File: config.mk
export PLATFORM = sky130hd
export DESIGN_NAME = bus_ack_mailbox_flat
export DESIGN_NICKNAME = d
export VERILOG_FILES = /design/src/rtl/bus_ack_pkg.sv /design/src/rtl/bus_ack_mailbox_if.sv /design/src/rtl/bus_ack_ram.sv /design/src/rtl/bus_ack_mailbox.sv /design/src/flat_wrapper.sv
export SDC_FILE = /design/constraint.sdc
export NUM_CORES = 1
export LEC_CHECK = 0
export BUFFER_PORTS_ARGS = -buffer_cell sky130_fd_sc_hd__buf_2
export CORE_MARGIN = 3
export CORE_UTILIZATION = 61
export CTS_CLUSTER_SIZE = 30
export DETAILED_ROUTE_END_ITERATION = 12
export HOLD_SLACK_MARGIN = 0.02
export PLACE_DENSITY = 0.93
export SETUP_SLACK_MARGIN = 0.4
export SYNTH_ARGS = -nofsm -noshare
export SYNTH_HDL_FRONTEND = slang
export SYNTH_SLANG_ARGS = --single-unit
File: constraint.sdc
create_clock -name clk -period 2.22 [get_ports clk]
set_input_delay 0 -clock clk [delete_from_list [all_inputs] [get_ports clk]]
set_output_delay 0 -clock clk [all_outputs]
set_load 0.05 [all_outputs]
File: src/rtl/bus_ack_pkg.sv
// Shared definitions for the bus/ack mailbox: FSM state encoding and
// default parameter values used by the mailbox, its RAM and its interface.
package bus_ack_pkg;

  localparam int DEF_WIDTH = 8;
  localparam int DEF_DEPTH = 4;

  // Occupancy state of the mailbox.
  typedef enum logic [1:0] {
    EMPTY  = 2'd0,
    ACTIVE = 2'd1,
    FULL   = 2'd2
  } state_t;

endpackage

File: src/rtl/bus_ack_mailbox_if.sv
// Producer/consumer handshake bundle of the mailbox. The master side is the
// environment (producer + consumer); the slave side is the mailbox itself.
interface bus_ack_mailbox_if
  import bus_ack_pkg::*;
#(
  parameter int WIDTH = DEF_WIDTH,
  parameter int DEPTH = DEF_DEPTH
);

  logic                   FlagIn;
  logic [WIDTH-1:0]       BusIn;
  logic                   Busy;
  logic                   FlagOut;
  logic                   Valid;
  logic [WIDTH-1:0]       BusOut;
  logic                   AckIn;
  logic [$clog2(DEPTH):0] Level;
  logic                   Overflow;
  logic                   Underflow;
  logic                   ClearErr;

  modport master (
    output FlagIn, BusIn, AckIn, ClearErr,
    input  Busy, FlagOut, Valid, BusOut, Level, Overflow, Underflow
  );

  modport slave (
    input  FlagIn, BusIn, AckIn, ClearErr,
    output Busy, FlagOut, Valid, BusOut, Level, Overflow, Underflow
  );

endinterface

File: src/rtl/bus_ack_ram.sv
// Mailbox storage: WIDTH x DEPTH array, one synchronous write port and one
// asynchronous read port. Contents are deliberately not reset.
module bus_ack_ram
  import bus_ack_pkg::*;
#(
  parameter int WIDTH = DEF_WIDTH,
  parameter int DEPTH = DEF_DEPTH,
  parameter int AW    = $clog2(DEPTH)
) (
  input  logic             clk,
  input  logic             we,
  input  logic [AW-1:0]    wr_addr,
  input  logic [WIDTH-1:0] wr_data,
  input  logic [AW-1:0]    rd_addr,
  output logic [WIDTH-1:0] rd_data
);

  logic [WIDTH-1:0] mem [DEPTH];

  // Store the producer word at the write address.
  always_ff @(posedge clk) begin
    if (we) begin
      mem[wr_addr] <= wr_data;
    end
  end

  assign rd_data = mem[rd_addr];

endmodule

File: src/rtl/bus_ack_mailbox.sv
// Mailbox with flag/ack handshake: pointers, occupancy level, EMPTY/ACTIVE/FULL
// FSM, registered head word with a "new head" pulse, and sticky error flags.
module bus_ack_mailbox
  import bus_ack_pkg::*;
#(
  parameter int WIDTH = DEF_WIDTH,
  parameter int DEPTH = DEF_DEPTH
) (
  input logic              clk,
  input logic              rst,
  bus_ack_mailbox_if.slave bus
);

  localparam int AW = $clog2(DEPTH);
  localparam int LW = AW + 1;
  localparam logic [AW-1:0] PTR_ONE  = AW'(1);
  localparam logic [LW-1:0] LVL_ZERO = '0;
  localparam logic [LW-1:0] LVL_ONE  = LW'(1);
  localparam logic [LW-1:0] LVL_LAST = LW'(DEPTH - 1);

  state_t           state_reg, state_next;
  logic [AW-1:0]    wr_ptr_reg, rd_ptr_reg, rd_ptr_inc;
  logic [LW-1:0]    level_reg, level_next;
  logic [WIDTH-1:0] bus_out_reg, bus_out_next, ram_rd_data;
  logic             flag_out_reg, flag_out_next;
  logic             ovf_reg, ovf_next, udf_reg, udf_next;
  logic             busy, valid, wr_acc, pop_acc, head_change;

  // Busy/Valid are pure decodes of the state register, so they are glitch-free
  // registered outputs. A write in FULL is refused even if a pop coincides.
  assign busy       = (state_reg == FULL);
  assign valid      = (state_reg != EMPTY);
  assign wr_acc     = bus.FlagIn & ~busy;
  assign pop_acc    = bus.AckIn & valid;
  assign rd_ptr_inc = rd_ptr_reg + PTR_ONE;

  // The read port looks one entry ahead so the next head can be loaded into
  // the BusOut register on the same edge as the pop.
  bus_ack_ram #(
    .WIDTH (WIDTH),
    .DEPTH (DEPTH)
  ) u_ram (
    .clk     (clk),
    .we      (wr_acc & ~rst),
    .wr_addr (wr_ptr_reg),
    .wr_data (bus.BusIn),
    .rd_addr (rd_ptr_inc),
    .rd_data (ram_rd_data)
  );

  // Next-state logic of the occupancy FSM.
  always_comb begin
    state_next = state_reg;
    case (state_reg)
      EMPTY:  if (wr_acc) state_next = ACTIVE;
      ACTIVE: begin
        if (wr_acc && !pop_acc && level_reg == LVL_LAST) begin
          state_next = FULL;
        end else if (pop_acc && !wr_acc && level_reg == LVL_ONE) begin
          state_next = EMPTY;
        end
      end
      FULL:   if (pop_acc) state_next = ACTIVE;
      default: state_next = EMPTY;
    endcase
  end

  // Level, head word, new-head pulse and sticky error flags.
  always_comb begin
    level_next = level_reg;
    case ({wr_acc, pop_acc})
      2'b10:   level_next = level_reg + LVL_ONE;
      2'b01:   level_next = level_reg - LVL_ONE;
      default: level_next = level_reg;
    endcase

    // A new head appears when writing into an empty mailbox, when popping with
    // a second word behind the head, or when a pop of the last word coincides
    // with a write (the written word then becomes head directly).
    head_change = (wr_acc & (level_reg == LVL_ZERO))
                | (pop_acc & ((level_reg > LVL_ONE) | wr_acc));

    bus_out_next = bus_out_reg;
    if (pop_acc && level_reg > LVL_ONE) begin
      bus_out_next = ram_rd_data;
    end else if (head_change) begin
      bus_out_next = bus.BusIn;
    end
    flag_out_next = head_change;

    // Setting a fault wins over a same-cycle clear.
    ovf_next = ovf_reg;
    if (bus.FlagIn && busy) begin
      ovf_next = 1'b1;
    end else if (bus.ClearErr) begin
      ovf_next = 1'b0;
    end

    udf_next = udf_reg;
    if (bus.AckIn && !valid) begin
      udf_next = 1'b1;
    end else if (bus.ClearErr) begin
      udf_next = 1'b0;
    end
  end

  // Register all control and output state; reset discards stored words.
  always_ff @(posedge clk) begin
    if (rst) begin
      state_reg    <= EMPTY;
      wr_ptr_reg   <= '0;
      rd_ptr_reg   <= '0;
      level_reg    <= '0;
      bus_out_reg  <= '0;
      flag_out_reg <= 1'b0;
      ovf_reg      <= 1'b0;
      udf_reg      <= 1'b0;
    end else begin
      state_reg    <= state_next;
      if (wr_acc)  wr_ptr_reg <= wr_ptr_reg + PTR_ONE;
      if (pop_acc) rd_ptr_reg <= rd_ptr_inc;
      level_reg    <= level_next;
      bus_out_reg  <= bus_out_next;
      flag_out_reg <= flag_out_next;
      ovf_reg      <= ovf_next;
      udf_reg      <= udf_next;
    end
  end

  assign bus.Busy      = busy;
  assign bus.Valid     = valid;
  assign bus.Level     = level_reg;
  assign bus.BusOut    = bus_out_reg;
  assign bus.FlagOut   = flag_out_reg;
  assign bus.Overflow  = ovf_reg;
  assign bus.Underflow = udf_reg;

endmodule

File: src/flat_wrapper.sv
// flat-port wrapper written by rule: the top's interface ports become plain ports
module bus_ack_mailbox_flat import bus_ack_pkg::*;
#(
  parameter int WIDTH = DEF_WIDTH,
  parameter int DEPTH = DEF_DEPTH
)
  (clk, rst, bus_FlagIn, bus_BusIn, bus_AckIn, bus_ClearErr, bus_Busy, bus_FlagOut, bus_Valid, bus_BusOut, bus_Level, bus_Overflow, bus_Underflow);
  bus_ack_mailbox_if #(.WIDTH(WIDTH), .DEPTH(DEPTH)) bus_i ();
  input logic clk;
  input logic rst;
  input wire logic [$bits(bus_i.FlagIn)-1:0] bus_FlagIn;
  input wire logic [$bits(bus_i.BusIn)-1:0] bus_BusIn;
  input wire logic [$bits(bus_i.AckIn)-1:0] bus_AckIn;
  input wire logic [$bits(bus_i.ClearErr)-1:0] bus_ClearErr;
  output wire logic [$bits(bus_i.Busy)-1:0] bus_Busy;
  output wire logic [$bits(bus_i.FlagOut)-1:0] bus_FlagOut;
  output wire logic [$bits(bus_i.Valid)-1:0] bus_Valid;
  output wire logic [$bits(bus_i.BusOut)-1:0] bus_BusOut;
  output wire logic [$bits(bus_i.Level)-1:0] bus_Level;
  output wire logic [$bits(bus_i.Overflow)-1:0] bus_Overflow;
  output wire logic [$bits(bus_i.Underflow)-1:0] bus_Underflow;
  assign bus_i.FlagIn = bus_FlagIn;
  assign bus_i.BusIn = bus_BusIn;
  assign bus_i.AckIn = bus_AckIn;
  assign bus_i.ClearErr = bus_ClearErr;
  assign bus_Busy = bus_i.Busy;
  assign bus_FlagOut = bus_i.FlagOut;
  assign bus_Valid = bus_i.Valid;
  assign bus_BusOut = bus_i.BusOut;
  assign bus_Level = bus_i.Level;
  assign bus_Overflow = bus_i.Overflow;
  assign bus_Underflow = bus_i.Underflow;
  bus_ack_mailbox #(.WIDTH(WIDTH), .DEPTH(DEPTH)) u_core (.clk(clk), .rst(rst), .bus(bus_i));
endmodule
==> results of run 1 <==
## area by class of cell
cell class,count,area (um^2)
flip-flops and latches,52,1360
fillers,191,816
multi-input cells,93,806
repair buffers,42,270
clock buffers,5,68.8
well taps,46,57.6
inverters,11,41.3
clock inverters,3,18.8
## what timing repair did
| action | 4_1_cts | 5_1_grt |
|---|---|---|
| buffers inserted | 0 | 3 |
| hold buffers | 10 | 0 |
| pin swaps | 1 | 1 |
| endpoints found under the hold margin | 34 | 0 |
| gates resized for setup | 1 | 3 |
| endpoints found under the setup margin | 4 | 29 |
## final timing paths
path                                                         from                                end  slack (ns)
worst max-delay path             u_core.bus.Level[0]$_SDFFE_PP0P_  u_core.bus.BusOut[2]$_SDFFE_PP0P_        0.43
worst min-delay path                                    bus_AckIn  u_core.bus.Underflow$_SDFFE_PP0P_        0.04
worst max register to register   u_core.bus.Level[0]$_SDFFE_PP0P_  u_core.bus.BusOut[2]$_SDFFE_PP0P_        0.43
worst min register to register  u_core.wr_ptr_reg[1]$_SDFFE_PP0P_  u_core.wr_ptr_reg[1]$_SDFFE_PP0P_        0.51
## power by group through the flow
stage               sequential [W]  combinational (W)  clock [W]
floorplan                  0.00123           0.000193          0
global placement           0.00114           0.000363          0
detailed placement         0.00114           0.000381          0
CTS                        0.00112           0.000397   0.000526
global route               0.00113           0.000446   0.000576
finish                     0.00112           0.000416   0.000523
## logic make-up after synthesis
group	count (synthesis)	share of synthesized area, %
DFF	52	60.6
AOI/OAI and AO/OA	23	8.02
buffers and inverters	17	3.73
and+or+nand+nor	38	7.97
adders and majority gates	11	6.13
muxes	16	11.6
xor gates and xnor gates	5	1.95
## worst max-delay path, cell delays in order, from the launching register on
cell	delay (ns)
dfxtp_2	0.40
inv_1	0.08
ha_1	0.22
nor2b_1	0.15
o211ai_2	0.22
buf_4	0.17
buf_4	0.12
mux2i_1	0.20
a211oi_1	0.09
## per-stage QoR
step	cell area, um^2	util (%)	hold slack [ns]
6_report	2630	76.3	0.0397
5_1_grt	2630	76.3	0.0607
4_1_cts	2600	75.5	0.0262
3_5_place_dp	2410	70.0	0.235
3_3_place_gp	2410	70.0	0.227
2_1_floorplan	2250	-	0.0989
## synth_stat cells (all sizes together)
cell type	n	share of area, %
edfxtp	32	43
nor2	21	3.6
dfxtp	20	18
a211oi	11	3.9
ha	11	6.1
inv	11	1.8
mux2i	8	3.6
mux4	8	8.0
a21oi	6	1.3
and2	5	1.4
nand2	5	0.95
buf	4	1.6
nor2b	3	0.84
xor2	3	1.2
clkbuf	2	0.33
nand3	2	0.45
xnor2	2	0.78
a31oi	1	0.28
a41oi	1	0.39
and2b	1	0.33
nand2b	1	0.39
o211ai	1	0.56
o21ai	1	0.72
o21ba	1	0.45
o22a	1	0.39
## metal layers
metal,part of all wire (%),GRT usage [%],wire [um],vias up
met3,6.6,8.60,314,9
met1,39,27.9,1850,694
met4,1.5,9.90,70,0
li1,-,-,-,667
met2,53,40.3,2500,54
met5,0,0,0,-
==> results by group, run 1 <==
Status
  – Run status: finished, final reports clean

GRT
  – Initial antenna violation count: 0
  – Grt ovf: 0
  – Largest net degree at the start of global routing: 22
  – First-pass GRT wire length: 7410 um
  – Vias in the first global route: around 1.5k
  – GRT Util Overall: 24.1%

Routing
  – Final wirelength: roughly 4700 um
  – DRT antenna net count: 0
  – Starting DRT DRC Count: 170
  – Avg WL per Cell: 18.8 um
  – First-pass detailed-route iteration total: 5
  – Vias: between 1k and 1.5k
  – Post-route DRC: 0
  – Vias per Instance: 5.65

Timing
  – Fin crit period: 1.79 ns
  – Setup violators final: 0
  – Final hold violations: 0
  – Rel. slew slack: approximately 58%
  – Worst slew pin tran: 0.636 ns
  – FMAX: around 560 MHz
  – Slew Limit Fails: 0
  – RSZ-0062 raised after global routing: yes
  – PnR worst setup slack: between 0.4 and 0.5 ns
  – TNS Setup: 0 ns
  – Worst Clk Skew: 0.0120 ns
  – Final period util: around four fifths

Hold path
  – Worst hold path depth: 3
  – HP Class: in -> reg

Clock tree
  – Root Buffer: clkbuf_8
  – Clk_lat worst skew: 0.32 ns
  – CTS max path bufs: 2
  – CTS tree: built
  – Htree depth: 2
  – CTS Buf Count: 5
  – Clk sink count: 52
  – CTS clock-pin slew for the worst setup and hold paths: 0.09 ns

Power
  – Pleak: 1.05 nW
  – Logic pwr share: 20.2%
  – Sw power: 0.000613 W
  – VDD IR max: 0.000509 V
  – Sequential Power Share: 54.5%
  – Clock power share: 25.4%
  – Power Density: 785 nW/um^2
  – Switching Share: a little under 30%
  – Pwr Total: 0.00206 W
  – Internal Power: ~0.0014 W

Layout
  – Ant diodes: 0
  – Area Overhead vs Synth: 16.9%
  – # nets final: approximately 230
  – Largest Register: u_core.u_ram.mem
  – Final non-filler cell total: 252
  – Most frequent cells in the layout: 32 x edfxtp_1, 28 x buf_2, 20 x nor2_1
  – Most common cell after layout, fill and taps aside: edfxtp_1
  – Share of cells above drive strength 1: 30.1%
  – Largest register FFs: 32

Logic synthesis
  – Yosys cell types: 31
  – Post-Synthesis Cells: 162
  – Avg Inst Size Synth: 13.9 um^2
  – Synthesized cell area: 2250 um^2
  – Syn. warnings: 0
  – Mapped Nets: 186
  – Seq cells post-synth: 52
  – Seq/Total Area, Yosys: approximately three fifths

Placement
  – Port bufs: 28
  – Hpwl dp: between 3000 and 4000 um
  – Pre-CTS setup slack: 0.387 ns
  – RePlAce Congestion: 0.900
  – Dpl cells: 231

Setup path
  – Crit path required time: 2.40 ns
  – CP Launch Type: flop
  – Worst setup path class: reg -> reg
  – R2r worst-path depth: 8
  – Crit path capture type: flop
  – Crit path DAT: just under 2 ns
  – Peak fanout along the critical path: 6

Die
  – Die X: 66.7 um
  – Area of the core: 3440 um^2
  – DIE HEIGHT: 66.7 um
  – Initial core utilization: around two thirds
  – I/O Pins: 29
  – Row cnt: 21
  – Die area: 4450 um^2

Run
  – Max-Cap Viols: 0
Note: power is estimated with default switching activity, not from simulation.
==> run 2, diff against run 1 <==
ABC_AREA = 1   (was default)
CORE_UTILIZATION = 57   (was 61)
PLACE_DENSITY = 0.87   (was 0.93)
clock period = 1.65 ns   (was 2.22 ns; I/O delays follow)
==> run 2 against run 1 <==
Clock skew increased by 0.0036 ns; cell count increased by 48%; combinational power increased by 100%; highest routed layer unchanged; register-to-register slack got worse by 0.23 ns; worst setup slack got worse by 0.23 ns; largest cell class unchanged; die area increased by 12%; count of clock-buffer cells in the layout unchanged; sequential share of layout area decreased by 8.2 points; non-clock buffer count increased by 16; routed wire length increased by 42%; sequential cell count unchanged.
==> results by group, run 2 <==
Clock tree
  – Clk_lat worst skew: 0.32 ns (about the same)
  – Htree depth: 2 (unchanged)
  – CTS tree: built
  – Root Buffer: clkbuf_8
  – Clk sink count: 52 (unchanged)
  – CTS Buf Count: 5 (unchanged)
  – CTS clock-pin slew for the worst setup and hold paths: 0.10 ns (about the same)
  – CTS max path bufs: 2 (unchanged)

Setup path
  – Crit path capture type: flop
  – Worst flop-to-flop path startpoint: u_core.state_reg[0]$_SDFFE_PP0P_
  – Crit path DAT: 1.67 ns (-0.30 ns)
  – Crit path required time: 1.86 ns (-0.54 ns)
  – R2r endpoint: u_core.bus.Level[2]$_SDFFE_PP0P_
  – Worst setup path class: reg -> reg
  – R2r worst-path depth: 6 (-2)
  – Peak fanout along the critical path: 6 (unchanged)
  – Worst R2R Setup Slack: 0.20 ns (-0.23 ns)
  – Crit path from: u_core.state_reg[0]$_SDFFE_PP0P_
  – CP Launch Type: flop
  – Crit path capture: u_core.bus.Level[2]$_SDFFE_PP0P_

Logic synthesis
  – Ys flop type: edfxtp_1
  – Number of synthesized flops with an enable pin: 32 (unchanged)
  – Synth area leader: edfxtp_1
  – Syn. warnings: 0 (unchanged)
  – Most numerous cell in the Yosys netlist: nand2_1
  – Async SR Flop Fraction: 0% (unchanged)
  – Post-Synthesis Cells: 263 (+62%)
  – Avg Inst Size Synth: 9.00 um^2 (-35%)
  – Mapped Nets: 287 (+54%)
  – Seq/Total Area, Yosys: 57.5% (-3.1 points)
  – Post-synth top cells: 121 x nand2_1, 32 x edfxtp_1, 20 x dfxtp_1, 20 x inv_1, 15 x nand3_1
  – Seq cells post-synth: 52 (unchanged)
  – Yosys cell types: 21 (-32%)
  – Area share of the largest cell type after synthesis: 40.6% (-2.2 points)
  – Synthesized cell area: 2370 um^2 (+5.3%)
  – Top post-synthesis cells by area: edfxtp_1 41%, nand2_1 19%, dfxtp_1 17%, ha_1 5.8%, inv_1 3.2%

GRT
  – Largest net degree at the start of global routing: 16 (-27%)
  – Vias in the first global route: 2207 (+47%)
  – GRT Util Overall: 26.6% (+2.5 points)
  – Initial antenna violation count: 0 (unchanged)
  – Grt ovf: 0 (unchanged)
  – First-pass GRT wire length: 10200 um (+37%)

Routing
  – DRT antenna net count: 0 (unchanged)
  – Final wirelength: 6730 um (+42%)
  – Avg WL per Cell: 18.0 um (-4.1%)
  – Starting DRT DRC Count: 207 (+22%)
  – Post-route DRC: 0 (unchanged)
  – Vias per Instance: 5.85 (+3.5%)
  – First-pass detailed-route iteration total: 5 (unchanged)
  – Vias: 2188 (+54%)

Layout
  – Final non-filler cell total: 374 (+48%)
  – Most common cell after layout, fill and taps aside: nand2_1
  – Area Overhead vs Synth: 33.3%
  – Most frequent cells in the layout: 112 x nand2_1, 32 x edfxtp_1, 27 x buf_2
  – Largest Register: u_core.u_ram.mem
  – Share of cells above drive strength 1: 32.2% (+2.1 points)
  – Largest register FFs: 32 (unchanged)
  – # nets final: 349 (+52%)
  – Ant diodes: 0 (unchanged)

Timing
  – Worst slew pin tran: 0.323 ns (-0.313 ns)
  – Rel. slew slack: 78.5% (+21 points)
  – TNS Setup: 0 ns (unchanged)
  – Worst Clk Skew: 0.0155 ns (+0.00356 ns)
  – FMAX: 688 MHz (+23%)
  – RSZ-0062 raised after global routing: yes
  – Final period util: 88.1% (+7.4 points)
  – Final hold violations: 0 (unchanged)
  – Setup violators final: 0 (unchanged)
  – Slew Limit Fails: 0 (unchanged)
  – Fin crit period: 1.45 ns (-0.338 ns)

Run
  – Max-Cap Viols: 0 (unchanged)

Placement
  – Hpwl dp: 3460 um (+14%)
  – RePlAce Congestion: 0.844 (-6.2%)
  – Port bufs: 28 (unchanged)
  – Dpl cells: 339 (+47%)

Power
  – VDD IR max: 0.000814 V (+60%)
  – Power Density: 971 nW/um^2 (+24%)
  – Pleak: 1.43 nW (+37%)

Die
  – I/O Pins: 29 (unchanged)
  – Row cnt: 22 (+4.8%)
  – Die area: 4960 um^2 (+12%)
  – Area of the core: 3830 um^2 (+11%)
  – DIE HEIGHT: 70.4 um (+5.6%)
  – Initial core utilization: 61.8% (-3.4 points)
  – Die X: 70.4 um (+5.6%)

Hold path
  – HP Class: in -> reg

Status
  – Run status: finished, final reports clean
[run 2: cell count changes after synthesis, sizes merged, moves of 8 or more]
cell	delta
nand2	+116
nand3	+14
inv	+12
a211oi	-11
mux2i	-8
mux4	-8
o21ai	+8
[run 2: worst min path at each step]
stage / start / end / slack (ns) / cells after the start
after floorplan: rst / u_core.state_reg[1]$_SDFFE_PP0P_ / 0.06 / 1
after global placement: bus_BusIn[0] / u_core.u_ram.mem[3][0]$_DFFE_PP_ / 0.24 / 1
after detailed placement: bus_BusIn[2] / u_core.u_ram.mem[3][2]$_DFFE_PP_ / 0.25 / 1
after CTS: bus_AckIn / u_core.rd_ptr_reg[0]$_SDFFE_PP0P_ / 0.08 / 4
after global routing: bus_AckIn / u_core.state_reg[1]$_SDFFE_PP0P_ / 0.13 / 4
final: bus_AckIn / u_core.rd_ptr_reg[0]$_SDFFE_PP0P_ / 0.13 / 4
[run 2: logic make-up (layout without fill, tap and decap cells)]
family / after synthesis / in the layout / synth area share, %
AND/OR/NAND/NOR: 151 / 151 / 26.7
XOR/XNOR: 2 / 2 / 0.740
adder cells (fa/ha/maj): 11 / 11 / 5.82
AO/OA/AOI/OAI: 20 / 21 / 4.87
flip-flops: 52 / 52 / 57.5
buffers and inverters: 27 / 89 / 4.39
[run 2: per-layer routing]
metal	routed length, um	track usage (%)
met1	2370	29.7
met2	3370	44.9
met3	677	7.05
met4	319	16.0
met5	0	0
[run 2: report_power, final]
group	internal (W)	switching, W
registers	0.00145	0.0000542
logic	0.000272	0.000569
clock network	0.000289	0.000425
total	0.00201	0.00105
[run 2: area by class of cell]
| cell class | instances | area (um^2) |
|---|---|---|
| clock buffer | 5 | 68.8 |
| clock inverter | 3 | 13.8 |
| fill | 198 | 673 |
| inverter | 23 | 96.3 |
| multi-input combinational | 185 | 1110 |
| sequential | 52 | 1380 |
| tap | 48 | 60.1 |
| timing repair buffer | 58 | 424 |
[run 2: metrics by stage]
| step | setup slack (ns) | utilization (%) | total power (W) | hold WS, ns | area (um^2) |
|---|---|---|---|---|---|
| floorplan | 0.201 | - | 0.00200 | 0.0617 | 2460 |
| global placement | 0.259 | 69.8 | 0.00214 | 0.242 | 2670 |
| detailed placement | 0.185 | 69.8 | 0.00216 | 0.250 | 2670 |
| CTS | 0.283 | 79.8 | 0.00293 | 0.0830 | 3050 |
| global route | 0.145 | 82.4 | 0.00317 | 0.130 | 3150 |
| finish | 0.197 | 82.4 | 0.00306 | 0.125 | 3150 |
[run 2: repair_timing]
item	4_1_cts	5_1_grt
setup endpoints to repair	46	48
pin swaps	11	15
gates resized for setup	20	24
gates cloned	1	0
endpoints found under the hold margin	35	0
hold buffers	12	0
setup buffers	12	2
[run 2: worst max-delay path, cell delays in order (launching register included)]
cell	delay, ns
dfxtp_4	0.42
nor2_4	0.06
nor2_4	0.21
buf_6	0.14
ha_4	0.21
nor2_1	0.20
a21oi_2	0.10
